**src/rtl/buf_xbar_pkg.sv**
```systemverilog
// Shared definitions for the packet-buffer crossbar controller: buffer
// ownership state encoding, request/response field widths and the constant
// fields used to pad each agent's request out to the full buffer request.
package buf_xbar_pkg;

    // Ownership state of one packet buffer, following the packet life cycle.
    typedef enum logic [2:0] {
        ST_FREE     = 3'd0,
        ST_SNOOP    = 3'd1,
        ST_FILT_RDY = 3'd2,
        ST_FILT     = 3'd3,
        ST_FWD_RDY  = 3'd4,
        ST_FWD      = 3'd5,
        ST_DROPPED  = 3'd6
    } buf_state_t;

    // Single-bit fields of the request and response bundles.
    localparam int WR_EN_W  = 1;  // wr_en
    localparam int CTRL_W   = 2;  // {reset_sig, rd_en}
    localparam int RD_VLD_W = 1;  // rd_data_vld

    // The snooper only writes, so its read-side controls are tied low.
    localparam logic [CTRL_W-1:0]  SN_CTRL_PAD = 2'b00;
    // CPU and forwarder only read, so the write enable is tied low
    // (write data and byte increment are zero-filled to their widths).
    localparam logic [WR_EN_W-1:0] WR_EN_PAD   = 1'b0;

endpackage

```
**src/rtl/buf_owner_fsm.sv**
```systemverilog
// Ownership state of a single packet buffer. The controller decodes the
// agent pointers into per-buffer strobes; this block applies them and
// exposes which agent, if any, currently owns the buffer.
module buf_owner_fsm
    import buf_xbar_pkg::*;
(
    input  logic       clk,
    input  logic       rst,
    input  logic       acq_sn,
    input  logic       rel_sn,
    input  logic       acq_cpu,
    input  logic       acc_cpu,
    input  logic       rej_cpu,
    input  logic       acq_fwd,
    input  logic       skip_fwd,
    input  logic       rel_fwd,
    output buf_state_t state,
    output logic       own_sn,
    output logic       own_cpu,
    output logic       own_fwd
);

    // Advance the buffer through its life cycle; owner flags are registered
    // with the state so the datapath steering sees a clean decode.
    always_ff @(posedge clk) begin
        if (rst) begin
            state   <= ST_FREE;
            own_sn  <= 1'b0;
            own_cpu <= 1'b0;
            own_fwd <= 1'b0;
        end else begin
            case (state)
                ST_FREE: begin
                    if (acq_sn) begin
                        state  <= ST_SNOOP;
                        own_sn <= 1'b1;
                    end
                end
                ST_SNOOP: begin
                    if (rel_sn) begin
                        state  <= ST_FILT_RDY;
                        own_sn <= 1'b0;
                    end
                end
                ST_FILT_RDY: begin
                    if (acq_cpu) begin
                        state   <= ST_FILT;
                        own_cpu <= 1'b1;
                    end
                end
                ST_FILT: begin
                    // A reject wins over a simultaneous accept.
                    if (rej_cpu) begin
                        state   <= ST_DROPPED;
                        own_cpu <= 1'b0;
                    end else if (acc_cpu) begin
                        state   <= ST_FWD_RDY;
                        own_cpu <= 1'b0;
                    end
                end
                ST_FWD_RDY: begin
                    if (acq_fwd) begin
                        state   <= ST_FWD;
                        own_fwd <= 1'b1;
                    end
                end
                ST_FWD: begin
                    if (rel_fwd) begin
                        state   <= ST_FREE;
                        own_fwd <= 1'b0;
                    end
                end
                ST_DROPPED: begin
                    if (skip_fwd) begin
                        state <= ST_FREE;
                    end
                end
                default: begin
                    state   <= ST_FREE;
                    own_sn  <= 1'b0;
                    own_cpu <= 1'b0;
                    own_fwd <= 1'b0;
                end
            endcase
        end
    end

endmodule

```
**src/rtl/buf_xbar_ctrl.sv**
```systemverilog
// Packet-buffer crossbar controller. Tracks ownership of N_BUFS buffers,
// hands them to snooper, CPU and forwarder in strict round-robin order so
// packet order is preserved, and steers each owner's traffic to its buffer.
// The datapath is purely combinational from the registered ownership state.
module buf_xbar_ctrl
    import buf_xbar_pkg::*;
#(
    parameter int N_BUFS     = 4,
    parameter int ADDR_WIDTH = 10,
    parameter int DATA_WIDTH = 64,
    parameter int INC_WIDTH  = 8,
    parameter int PLEN_WIDTH = 32,
    parameter int TAG_WIDTH  = 6
) (
    input  logic                                                           clk,
    input  logic                                                           rst,
    input  logic [ADDR_WIDTH+DATA_WIDTH+WR_EN_W+INC_WIDTH-1:0]             from_sn,
    input  logic [TAG_WIDTH-1:0]                                           reorder_tag_from_sn,
    input  logic                                                           sn_done,
    output logic                                                           sn_own,
    input  logic [ADDR_WIDTH+CTRL_W-1:0]                                   from_cpu,
    input  logic                                                           cpu_acc,
    input  logic                                                           cpu_rej,
    output logic                                                           cpu_own,
    output logic [DATA_WIDTH+RD_VLD_W+PLEN_WIDTH-1:0]                      to_cpu,
    output logic [TAG_WIDTH-1:0]                                           reorder_tag_to_cpu,
    input  logic [ADDR_WIDTH+CTRL_W-1:0]                                   from_fwd,
    input  logic                                                           fwd_done,
    output logic                                                           fwd_own,
    output logic [DATA_WIDTH+RD_VLD_W+PLEN_WIDTH-1:0]                      to_fwd,
    output logic [TAG_WIDTH-1:0]                                           reorder_tag_to_fwd,
    output logic [N_BUFS*(ADDR_WIDTH+DATA_WIDTH+WR_EN_W+INC_WIDTH+CTRL_W)-1:0] to_buf,
    output logic [N_BUFS*TAG_WIDTH-1:0]                                    reorder_tag_to_buf,
    input  logic [N_BUFS*(DATA_WIDTH+RD_VLD_W+PLEN_WIDTH)-1:0]             from_buf,
    input  logic [N_BUFS*TAG_WIDTH-1:0]                                    reorder_tag_from_buf,
    output logic [$clog2(N_BUFS+1)-1:0]                                    free_cnt
);

    localparam int REQ_W  = ADDR_WIDTH + DATA_WIDTH + WR_EN_W + INC_WIDTH + CTRL_W;
    localparam int HOST_W = ADDR_WIDTH + CTRL_W;
    localparam int RSP_W  = DATA_WIDTH + RD_VLD_W + PLEN_WIDTH;
    localparam int PTR_W  = $clog2(N_BUFS);
    localparam int CNT_W  = $clog2(N_BUFS + 1);
    localparam logic [PTR_W-1:0] LAST_PTR = PTR_W'(N_BUFS - 1);

    buf_state_t          buf_state [N_BUFS];
    logic [N_BUFS-1:0]   is_sn;
    logic [N_BUFS-1:0]   is_cpu;
    logic [N_BUFS-1:0]   is_fwd;
    logic [RSP_W-1:0]    rsp [N_BUFS];
    logic [TAG_WIDTH-1:0] rsp_tag [N_BUFS];

    logic [PTR_W-1:0] sn_ptr;
    logic [PTR_W-1:0] cpu_ptr;
    logic [PTR_W-1:0] fwd_ptr;

    logic sn_acq;
    logic sn_rel;
    logic cpu_acq;
    logic cpu_rel;
    logic fwd_acq;
    logic fwd_skip;
    logic fwd_rel;
    logic to_free;

    logic [REQ_W-1:0] sn_req;
    logic [REQ_W-1:0] cpu_req;
    logic [REQ_W-1:0] fwd_req;

    // Round-robin pointer advance with wrap at any buffer count.
    function automatic logic [PTR_W-1:0] next_ptr(input logic [PTR_W-1:0] p);
        return (p == LAST_PTR) ? '0 : p + 1'b1;
    endfunction

    // Acquire only from idle, release only while owning: an agent can never
    // release and re-acquire in the same cycle.
    assign sn_acq   = !sn_own  && (buf_state[sn_ptr]  == ST_FREE);
    assign sn_rel   =  sn_own  && sn_done;
    assign cpu_acq  = !cpu_own && (buf_state[cpu_ptr] == ST_FILT_RDY);
    assign cpu_rel  =  cpu_own && (cpu_acc || cpu_rej);
    assign fwd_acq  = !fwd_own && (buf_state[fwd_ptr] == ST_FWD_RDY);
    assign fwd_skip = !fwd_own && (buf_state[fwd_ptr] == ST_DROPPED);
    assign fwd_rel  =  fwd_own && fwd_done;
    assign to_free  = fwd_rel || fwd_skip;

    // Each agent's request widened to the full buffer request format.
    assign sn_req  = {from_sn, SN_CTRL_PAD};
    assign cpu_req = {from_cpu[HOST_W-1:CTRL_W], {DATA_WIDTH{1'b0}}, WR_EN_PAD,
                      {INC_WIDTH{1'b0}}, from_cpu[CTRL_W-1:0]};
    assign fwd_req = {from_fwd[HOST_W-1:CTRL_W], {DATA_WIDTH{1'b0}}, WR_EN_PAD,
                      {INC_WIDTH{1'b0}}, from_fwd[CTRL_W-1:0]};

    // Agent ownership flags, round-robin pointers and the free-buffer count.
    always_ff @(posedge clk) begin
        if (rst) begin
            sn_own   <= 1'b0;
            cpu_own  <= 1'b0;
            fwd_own  <= 1'b0;
            sn_ptr   <= '0;
            cpu_ptr  <= '0;
            fwd_ptr  <= '0;
            free_cnt <= CNT_W'(N_BUFS);
        end else begin
            if (sn_acq) begin
                sn_own <= 1'b1;
            end else if (sn_rel) begin
                sn_own <= 1'b0;
                sn_ptr <= next_ptr(sn_ptr);
            end

            if (cpu_acq) begin
                cpu_own <= 1'b1;
            end else if (cpu_rel) begin
                cpu_own <= 1'b0;
                cpu_ptr <= next_ptr(cpu_ptr);
            end

            // A dropped packet is recycled without the forwarder taking it.
            if (fwd_acq) begin
                fwd_own <= 1'b1;
            end else if (fwd_rel) begin
                fwd_own <= 1'b0;
                fwd_ptr <= next_ptr(fwd_ptr);
            end else if (fwd_skip) begin
                fwd_ptr <= next_ptr(fwd_ptr);
            end

            // Only the snooper leaves FREE and only the forwarder enters it.
            case ({to_free, sn_acq})
                2'b10:   free_cnt <= free_cnt + 1'b1;
                2'b01:   free_cnt <= free_cnt - 1'b1;
                default: free_cnt <= free_cnt;
            endcase
        end
    end

    for (genvar i = 0; i < N_BUFS; i++) begin : g_buf
        localparam logic [PTR_W-1:0] IDX = PTR_W'(i);

        buf_owner_fsm u_owner (
            .clk      (clk),
            .rst      (rst),
            .acq_sn   (sn_acq   && (sn_ptr  == IDX)),
            .rel_sn   (sn_rel   && (sn_ptr  == IDX)),
            .acq_cpu  (cpu_acq  && (cpu_ptr == IDX)),
            .acc_cpu  (cpu_rel  && !cpu_rej && (cpu_ptr == IDX)),
            .rej_cpu  (cpu_rel  &&  cpu_rej && (cpu_ptr == IDX)),
            .acq_fwd  (fwd_acq  && (fwd_ptr == IDX)),
            .skip_fwd (fwd_skip && (fwd_ptr == IDX)),
            .rel_fwd  (fwd_rel  && (fwd_ptr == IDX)),
            .state    (buf_state[i]),
            .own_sn   (is_sn[i]),
            .own_cpu  (is_cpu[i]),
            .own_fwd  (is_fwd[i])
        );

        assign to_buf[i*REQ_W +: REQ_W] = is_sn[i]  ? sn_req  :
                                          is_cpu[i] ? cpu_req :
                                          is_fwd[i] ? fwd_req : '0;
        assign reorder_tag_to_buf[i*TAG_WIDTH +: TAG_WIDTH] =
            is_sn[i] ? reorder_tag_from_sn : '0;

        assign rsp[i]     = from_buf[i*RSP_W +: RSP_W];
        assign rsp_tag[i] = reorder_tag_from_buf[i*TAG_WIDTH +: TAG_WIDTH];
    end

    assign to_cpu             = cpu_own ? rsp[cpu_ptr]     : '0;
    assign reorder_tag_to_cpu = cpu_own ? rsp_tag[cpu_ptr] : '0;
    assign to_fwd             = fwd_own ? rsp[fwd_ptr]     : '0;
    assign reorder_tag_to_fwd = fwd_own ? rsp_tag[fwd_ptr] : '0;

endmodule

```
**config.mk**
```make
export PLATFORM = sky130hd
export DESIGN_NAME = buf_xbar_ctrl
export DESIGN_NICKNAME = d
export VERILOG_FILES = /design/src/rtl/buf_xbar_pkg.sv /design/src/rtl/buf_owner_fsm.sv /design/src/rtl/buf_xbar_ctrl.sv
export SDC_FILE = /design/constraint.sdc
export NUM_CORES = 1
export LEC_CHECK = 0
export ABC_AREA = 1
export CELL_PAD_IN_SITES_DETAIL_PLACEMENT = 0
export CELL_PAD_IN_SITES_GLOBAL_PLACEMENT = 1
export CORE_AREA = 2 2 436 438
export DETAILED_ROUTE_END_ITERATION = 7
export DIE_AREA = 0 0 438 440
export DONT_BUFFER_PORTS = 1
export GPL_TIMING_DRIVEN = 0
export HOLD_SLACK_MARGIN = 0.03
export PLACE_DENSITY = 0.34
export SLEW_MARGIN = 20
export SYNTH_ARGS = -nofsm -noshare
export SYNTH_HDL_FRONTEND = slang
export SYNTH_HIERARCHICAL = 1
export SYNTH_SLANG_ARGS = --single-unit
```
**constraint.sdc**
```tcl
create_clock -name clk -period 2.8 [get_ports clk]
set_clock_uncertainty 0.05 [all_clocks]
set_input_delay 0.56 -clock clk [delete_from_list [all_inputs] [get_ports clk]]
set_output_delay 0.56 -clock clk [all_outputs]
set_load 0.02 [all_outputs]
```
==> results.md <==
- Status: complete, but fails checks
- Failing checks: negative setup slack
- Worst-margin pin slew: 1.119 ns
- Final period util: 101.1%
- Clock Tree Buf Depth: 2
- Post-synth top cells: inv_1 (605), nand2_1 (605), a21oi_1 (499)
- Drt wl/cell: 29.13 um
- Relative slew slack: 25.41%
- Final WL: about 150 mm
- RSZ-0062 raised after global routing: yes
- Initial antenna violation count: 23
- First-pass DRT Iterations: 5
- Clk slew on worst S/H paths: 0.06 ns
- Synth unique cells: 29
- Primary FF master, synth: dfxtp_1
- Top cell type's share of synthesized area: a little under a fifth
- P&R area growth vs syn: 41.25%
- Worst-path fanout max: 10
- Starting density of the core: approximately 7.0%
- Initial DRC Count: 1833
- Row count: between 150 and 200
- CP required: about 2.2 ns
- Root buffer cell: clkbuf_16
- Die Width: 438 um
- Cells after Synth: 2667
- CP endpoint kind: primary output
- Critical path launch point type: flip-flop
- Met3 usage: 4.234%
- Synth Warn #: 6
- Met2 GRT Util: 25.49%
- Fill cells: 22700
- Synth area leader: a21oi_1
- #FFs+latches synth: 36
- Post-synth EDFFs: 0
- Worst path bufs/invs: 2
- Register area share after synthesis: 5.488%
- Slowest cell on the critical path: a21oi_2
- Fmax: 353.4 MHz
- Residual DRC: 0
- Gr ovfl total: 0
- Synth Net Count: roughly 3200
- Fraction of layout cells with a size suffix above 1: 17.56%
- Io pins: 1107
- Kind of critical path: flip-flop to primary output
- IO Port Bufs: 0
- Cts hold-fix bufs: 0
- VDD IR max: roughly 0.00028 V
- Pins over their slew limit: 0
- Power Dens Cells: 986.1 nW/um2
- Largest net degree at the start of global routing: 15
- Post-Syn Area per Cell: 4.924 um2
- Top delay family on crit path: buffers and inverters
- Die height: 440 um
- Global-route wire length before repair: 191.2 mm
- GR Util met1: 17.53%
- Via-to-Cell Ratio: ~3.8
- ANT nets after route: 0
- Nets: 3226
- Crit path largest cell delay: around 0.66 ns
- CTS tree: built
- Dpl hpwl: 130.5 mm
- Routability Congestion: 0.9735
- Layer with the highest usage: met2
- Die area: between 150000 and 200000 um2
- Final setup violation count: 3
- TritonCTS Buffers: 5
- Final Critical Period: 2.830 ns
- Max Cap Viol: 0
- Core area: around 190000 um2
- Total power: 18.29 mW
- Num Clock Sinks: 36
- Mapped Area: 13130 um2
- Vias in the first global route: between 15000 and 20000
- Fin Setup TNS: -0.03774 ns
- Critical Path AT: about 2.2 ns
- Static leakage: 7.923 nW
- Total Routing Usage GR: 14.66%
- CTS H-Tree Depth: 2
- Final hold violation count: 0
- Hold Path Class: primary input to flip-flop
- Asr flop ratio synth: 0%
- Vias: 19626
- Worst Slack Setup Final: -0.02988 ns
- Top post-synthesis cells by area: a21oi_1 (19%), inv_1 (17%), nand2_1 (17%)
- Clk_lat worst skew: 0.30 ns
- Critical path, cell by cell: clkinv_4 > clkbuf_1 > a21oi_2
## registers in the layout, summed over array words and instances (netlist names)
name	flops
g_buf.u_owner/state	12
g_buf.u_owner/own_cpu	4
g_buf.u_owner/own_fwd	4
g_buf.u_owner/own_sn	4
free_cnt	3
cpu_ptr	2
fwd_ptr	2
sn_ptr	2
cpu_own	1
fwd_own	1
sn_own	1
## per-layer routing
layer	vias up	routed length [um]	share of wire [%]
met4	18	4473	2.9
met3	153	12790	8.4
met1	9780	59550	39
met5	-	117	0.077
li1	8616	-	-
met2	1059	74710	49
## what timing repair did
action                                  4_1_cts  5_1_grt
hold endpoints to repair                      0        0
buffers inserted                              6        0
gates resized for setup                     459       44
endpoints found under the setup margin      521       72
pin swaps                                    24        7
## final cells by class
cell class | instances | area (um2) | share of cell area (%)
inverters | 617 | 2326 | 12.54
flip-flops and latches | 36 | 735.7 | 3.966
repair buffers | 7 | 93.84 | 0.5059
clock buffers | 6 | 128.9 | 0.6947
diodes | 13 | 32.53 | 0.1754
clock inverters | 2 | 35.03 | 0.1889
well taps | 2511 | 3142 | 16.94
plain buffers | 220 | 1521 | 8.202
multi-input cells | 1794 | 10540 | 56.79
## per-stage QoR
step	util, %	worst slack [ns]	hold WS, ns	cells	area, um2
after floorplan	-	0.6109	0.3783	2667	13130
after global placement	8.630	-1.872	0.4052	5178	16270
after detailed placement	8.671	-1.372	0.4007	5178	16350
after CTS	9.768	0.0003146	0.2790	5192	18420
after global routing	9.833	-0.03163	0.2802	5203	18540
final	9.837	-0.02988	0.3016	5206	18550
## report_power, final
part           switching, mW  internal (mW)  leakage (nW)
Clock                  0.255          0.420        0.0809
Sequential             0.394          0.723         0.300
Combinational           12.6           3.91          7.54
## path summary, 6_finish.rpt
path         slack [ns]                   endpoint                     start  depth (start not counted)
max               -0.03                 to_fwd[22]                   fwd_own                          3
min                0.30                    cpu_own                       rst                          1
max reg2reg        0.23  g_buf[1].u_owner/state[0]                cpu_ptr[0]                         14
min reg2reg        0.41   g_buf[2].u_owner/own_fwd  g_buf[2].u_owner/own_fwd                          2
## placed cells by master, fill, tap and decap left out, types with 12 or more instances in the layout
| master | n |
|---|---|
| buf_4 | 29 |
| inv_1 | 605 |
| a21oi_1 | 276 |
| buf_2 | 33 |
| ha_1 | 13 |
| o211ai_1 | 206 |
| nand2_1 | 605 |
| a21oi_4 | 91 |
| nor2_1 | 84 |
| a221oi_1 | 40 |
| diode_2 | 13 |
| nand3_1 | 49 |
| clkbuf_4 | 16 |
| nand2_2 | 15 |
| a21oi_2 | 132 |
| dfxtp_1 | 28 |
| buf_6 | 21 |
| o21ai_1 | 23 |
| nor2_2 | 23 |
| clkbuf_1 | 43 |
| o21ai_0 | 201 |
| buf_12 | 12 |
| clkbuf_2 | 50 |
## kinds of logic (layout without fill, tap and decap cells)
family | Yosys count | after routing | synth area share (%)
other cells | 0 | 13 | 0
flops | 36 | 36 | 5.488
compound gates | 978 | 978 | 42.42
buf+inv | 837 | 852 | 25.99
simple gates | 802 | 802 | 24.71
fa+ha+maj | 14 | 14 | 1.391
## worst reg2reg max path, delay by kind of cell (launching register included)
family                 cells  cell delay, ns
buffers and inverters      4            0.61
DFF                        1            0.36
and+or+nand+nor           10            1.44
No activity file was read; power rests on OpenSTA's default activity.
